`config.mk`:
```
export PLATFORM = sky130hd
export DESIGN_NAME = wheel_cmd_scheduler
export DESIGN_NICKNAME = d
export VERILOG_FILES = /design/src/rtl/wheel_cmd_scheduler.sv
export SDC_FILE = /design/constraint.sdc
export NUM_CORES = 1
export LEC_CHECK = 0
export BUFFER_PORTS_ARGS = -buffer_cell sky130_fd_sc_hd__clkbuf_2
export CORE_ASPECT_RATIO = 0.75
export CORE_MARGIN = 5
export CORE_UTILIZATION = 59
export DETAILED_ROUTE_END_ITERATION = 8
export PLACE_DENSITY = 0.81
export SLEW_MARGIN = 40
export SYNTH_ARGS = -nofsm -noshare
export SYNTH_HDL_FRONTEND = slang
export SYNTH_SLANG_ARGS = --single-unit
export TNS_END_PERCENT = 50
```
`constraint.sdc`:
```
create_clock -name clk -period 9.6 [get_ports clk]
set_input_delay 1.92 -clock clk [delete_from_list [all_inputs] [get_ports clk]]
set_output_delay 1.92 -clock clk [all_outputs]
set_load 0.02 [all_outputs]
```
`src/rtl/wheel_cmd_scheduler.sv`:
```
// Four-wheel speed command scheduler: one shared magnitude/shift/clamp/slew datapath visits each
// wheel in turn, then all duties and directions commit together. Includes a command watchdog.
module wheel_cmd_scheduler #(
    parameter int unsigned LIMIT     = 2500,
    parameter int unsigned SHIFT     = 12,
    parameter int unsigned SLEW_STEP = 200,
    parameter int unsigned TIMEOUT   = 5000000
) (
    input  logic        clk,
    input  logic        rst_n,
    input  logic        cmd_valid,
    input  logic [31:0] cmd0,
    input  logic [31:0] cmd1,
    input  logic [31:0] cmd2,
    input  logic [31:0] cmd3,
    output logic        cmd_ready,
    output logic [15:0] duty0,
    output logic [15:0] duty1,
    output logic [15:0] duty2,
    output logic [15:0] duty3,
    output logic [3:0]  dir,
    output logic        update_done,
    output logic        timeout,
    output logic        overrun
);

    typedef enum logic [1:0] {IDLE, CALC, COMMIT} state_t;

    localparam logic [31:0] LIMIT_V = 32'(LIMIT);
    localparam logic [15:0] SLEW_V  = 16'(SLEW_STEP);
    localparam logic [31:0] TRIP_AT = 32'(TIMEOUT - 1);

    state_t      r_state;
    logic [1:0]  r_idx;
    logic [31:0] r_frame [4];
    logic [15:0] r_stage_duty [4];
    logic [3:0]  r_stage_dir;
    logic [15:0] r_duty [4];
    logic [3:0]  r_dir;
    logic [31:0] r_wdog;
    logic        r_ready;
    logic        r_done;
    logic        r_timeout;
    logic        r_overrun;

    logic        w_accept;
    logic        w_trip;
    logic [31:0] w_cmd;
    logic [31:0] w_mag;
    logic [31:0] w_shifted;
    logic [15:0] w_tgt;
    logic [15:0] w_cur;
    logic [15:0] w_new;
    logic        w_ndir;
    logic        w_cdir;
    logic        w_reverse;
    logic        w_new_dir;

    assign w_accept = cmd_valid && r_ready;
    assign w_trip   = !w_accept && (r_wdog == TRIP_AT);

    // With slew disabled a reversal also jumps straight to the new target instead of stalling.
    always_comb begin
        w_cmd = r_frame[r_idx];
        if (!w_cmd[31])
            w_mag = w_cmd;
        else if (w_cmd == 32'h8000_0000)
            w_mag = 32'h7FFF_FFFF;
        else
            w_mag = ~w_cmd + 32'd1;
        w_shifted = w_mag >> SHIFT;
        w_tgt     = (w_shifted > LIMIT_V) ? LIMIT_V[15:0] : w_shifted[15:0];
        w_ndir    = (w_tgt != 16'd0) && w_cmd[31];
        w_cur     = r_duty[r_idx];
        w_cdir    = r_dir[r_idx];
        w_reverse = (w_cur != 16'd0) && (w_tgt != 16'd0) && (w_ndir != w_cdir);

        if (SLEW_V == 16'd0)
            w_new = w_tgt;
        else if (w_reverse)
            w_new = (w_cur > SLEW_V) ? (w_cur - SLEW_V) : 16'd0;
        else if (w_tgt > w_cur)
            w_new = ((w_tgt - w_cur) > SLEW_V) ? (w_cur + SLEW_V) : w_tgt;
        else
            w_new = ((w_cur - w_tgt) > SLEW_V) ? (w_cur - SLEW_V) : w_tgt;

        if (w_new == 16'd0)
            w_new_dir = 1'b0;
        else if (w_reverse && (SLEW_V != 16'd0))
            w_new_dir = w_cdir;
        else
            w_new_dir = w_ndir;
    end

    always_ff @(posedge clk or negedge rst_n) begin
        if (!rst_n) begin
            r_state     <= IDLE;
            r_idx       <= 2'd0;
            r_ready     <= 1'b1;
            r_done      <= 1'b0;
            r_overrun   <= 1'b0;
            r_timeout   <= 1'b0;
            r_wdog      <= '0;
            r_dir       <= '0;
            r_stage_dir <= '0;
            for (int i = 0; i < 4; i++) begin
                r_frame[i]      <= '0;
                r_stage_duty[i] <= '0;
                r_duty[i]       <= '0;
            end
        end else begin
            r_done    <= 1'b0;
            r_overrun <= cmd_valid && !r_ready;

            case (r_state)
                IDLE: begin
                    if (w_accept) begin
                        r_frame[0] <= cmd0;
                        r_frame[1] <= cmd1;
                        r_frame[2] <= cmd2;
                        r_frame[3] <= cmd3;
                        r_idx      <= 2'd0;
                        r_ready    <= 1'b0;
                        r_state    <= CALC;
                    end
                end
                CALC: begin
                    r_stage_duty[r_idx] <= w_new;
                    r_stage_dir[r_idx]  <= w_new_dir;
                    r_idx               <= r_idx + 2'd1;
                    if (r_idx == 2'd3)
                        r_state <= COMMIT;
                end
                COMMIT: begin
                    for (int i = 0; i < 4; i++)
                        r_duty[i] <= r_stage_duty[i];
                    r_dir   <= r_stage_dir;
                    r_done  <= 1'b1;
                    r_ready <= 1'b1;
                    r_state <= IDLE;
                end
                default: r_state <= IDLE;
            endcase

            // Watchdog: an accept always wins over a trip on the same edge.
            if (w_accept) begin
                r_wdog    <= '0;
                r_timeout <= 1'b0;
            end else begin
                if (r_wdog != '1)
                    r_wdog <= r_wdog + 32'd1;
                if (w_trip) begin
                    r_timeout <= 1'b1;
                    r_dir     <= '0;
                    for (int i = 0; i < 4; i++)
                        r_duty[i] <= '0;
                end
            end
        end
    end

    assign cmd_ready   = r_ready;
    assign duty0       = r_duty[0];
    assign duty1       = r_duty[1];
    assign duty2       = r_duty[2];
    assign duty3       = r_duty[3];
    assign dir         = r_dir;
    assign update_done = r_done;
    assign timeout     = r_timeout;
    assign overrun     = r_overrun;

endmodule

```
==> impl_metrics.tcl <==
set metrics [dict create \
    syn_to_final_growth_pct 13.7 \
    report.final.slew_viol_count 0 \
    io_buffers 202 \
    irDropWorstVdd_mv 0.128 \
    dp_hpwl_mm 31.4 \
    slew_headroom 0.440 \
    grt_max_degree 105 \
    syn_area_mm2 0.0165 \
    synthAdderAreaFrac 0.0301 \
    critical_path_peak_fanout 32 \
    fp.dieArea_mm2 0.0314 \
    num_rows 53 \
    synthXorXnorAreaFrac 0.0298 \
    path_clk_slew_ps 60 \
    drv_cap 0 \
    drc_errors 0 \
    r2r-start "r_idx[1]" \
    tightest_slew_ps 840 \
    ys_seq_elements 304 \
    ys_seq_area_frac 0.462 \
    grt_use_total 0.281 \
    ys.flop_type "dfrtp_1" \
    wl_mm 44.3 \
    ctsHoldBuffers 0 \
    power_mw 2.52 \
    cts_tree "yes" \
    synthArstFlopShare 1.00 \
    place_ws_ps 1260 \
    dpl.cell_count 2028 \
    holdCritStartpoint "r_stage_duty[10]" \
    die_x_um 203 \
    reg2regPathDepth 26 \
    skew_ps 9.11 \
    dr.pass1.iters 5 \
    synth.yosys.warnings 0 \
    synth_edf_count 0 \
    num_antenna_cells 0 \
    vias 13000 \
    cts_sinks 304 \
    layout-drive-gt1-share 0.274 \
    end_kind "flip-flop" \
    synthSimpleGateAreaFrac 0.140 \
    final_cell_mix "301 x dfrtp_1, 201 x clkbuf_2, 156 x nor2_1" \
    grt_overflow 0 \
    r2r_slack_ps 980 \
    cts_max_path_buffers 3 \
    cts_setup_buffers 0 \
    antenna_found_initial 1 \
    final_antenna_net_count 0 \
    clk_latency_ps 570 \
    die_y_um 155 \
    wl_per_cell_um 21.3 \
    min_to "r_stage_duty[10]" \
    hold_path.class "flip-flop to flip-flop" \
    postSynthAreaPerCell_um2 10.7 \
    cts_root_buf "clkbuf_16" \
    core_area_mm2 0.0278 \
    ys_types 87 \
    synth_top_family_by_area "multiplexers" \
    vias_per_cell 6.25 \
    clock.fmax_ghz 0.116 \
    initial_utilization 0.593 \
    min_period_over_period 0.898 \
    final_nets 1873 \
    arrival_ps 9040 \
    final_cells 2081 \
    place.gp.congestion 0.957 \
    fin_ws_ps 982 \
    synth.area.mux_share 0.196 \
    crit_type "flip-flop to flip-flop" \
    synth-compound-area-share 0.108 \
    fin_crit_ps 8620 \
    rsz0062_at_grt "false" \
    rr_endpoint "r_stage_dir[2]" \
    ios 203 \
    hold_viol 0 \
    first_iter_violations 1367 \
    ctsResizeCount 0 \
    cts_made_buffers 29 \
    mostFrequentLayoutCell "dfrtp_1" \
    setup_violations 0 \
    critPathRequiredTime_ps 10020 \
    grt_pass1_vias 13000 \
    grt_pass1_wl_mm 71.4 \
    finalSetupTns_ps 0 \
    cp-start-kind "flip-flop" \
    hold_path_depth 2 \
    power-per-cell-area_mw_per_mm2 134 \
    syn_inst 1534 \
    status "finished, final reports clean" \
    cts-htree-levels 1 \
    leakagePower_nw 8.36 \
]
## stage by stage
step / util / area (um2) / hold slack, ps
detailed placement: 0.638 / 17700 / 470
finish: 0.674 / 18700 / 480
floorplan: - / 16500 / 448
global placement: 0.637 / 17700 / 461
CTS: 0.673 / 18700 / 484
global route: 0.674 / 18700 / 501
## synth_stat cells, drive strengths merged (31+ instances only)
master | instances | area (um2)
o21ai | 104 | 521
mux4 | 36 | 811
clkbuf | 57 | 214
ha | 38 | 475
nor2 | 157 | 592
xnor2 | 31 | 272
a21oi | 47 | 235
dfrtp | 303 | 7580
inv | 49 | 184
nand2 | 134 | 505
mux2 | 139 | 1570
mux2i | 85 | 851
## power breakdown
part,internal (mW),switching [mW]
Combinational,0.0261,0.0426
Sequential,1.28,0.0000448
Clock,0.674,0.496
Total,1.98,0.538
## sequential cells by signal, indices dropped and copies added (netlist names), 4 cells and up
register,count
dir,4
duty0,16
duty1,16
duty2,16
duty3,16
r_frame,128
r_stage_dir,4
r_stage_duty,64
r_wdog,32
## cell families after synthesis
kind of cell	after synthesis
xor gates and xnor gates	56
buffers and inverters	132
adders and majority gates	39
and+or+nand+nor	472
AOI/OAI and AO/OA	269
DFF	304
other	2
muxes	260
## how the worst max path moves through the flow
stage | start | to | depth (start not counted)
after floorplan | r_idx[0] | r_stage_dir[0] | 27
after global placement | r_idx[0] | r_stage_dir[1] | 25
after detailed placement | r_idx[1] | r_stage_dir[2] | 26
after CTS | r_idx[1] | r_stage_dir[2] | 25
after global routing | r_idx[1] | r_stage_dir[2] | 26
final | r_idx[1] | r_stage_dir[2] | 26
## critical path: stages (launching register included)
cell and delay [ps]:
dfrtp_2 860, buf_4 530, mux4_2 410, nor4_1 310
nand2b_1 180, nor4_2 200, nand4_1 430, a31oi_1 350
a211oi_2 110, or2_2 370, a21oi_1 330, inv_1 150
ha_1 350, nor2b_1 210, o21ai_1 210, nand3_1 170
a2111oi_0 520, xor2_1 200, nand4_1 130, or3_1 440
mux2i_1 470, o31ai_1 210, a211o_1 340, a2111oi_2 390
nand4_1 140, and4bb_4 380, o31ai_1 90
## per-layer routing
metal  routed length, um  part of all wire  GRT usage
met1               19900              0.45      0.422
met2               20100              0.45      0.430
met3                3210             0.072     0.0478
met4                1090             0.025     0.0714
met5                  13           0.00029          0
## cell type report
cell class                 count  area (um2)
clock buffer                  44         862
clock inverter                 8         109
fill                        2058        9060
inverter                      51         191
multi-input combinational   1103        8360
sequential                   304        7610
tap                          357         447
timing repair buffer         214        1150
(Power assumes the default switching activity.)
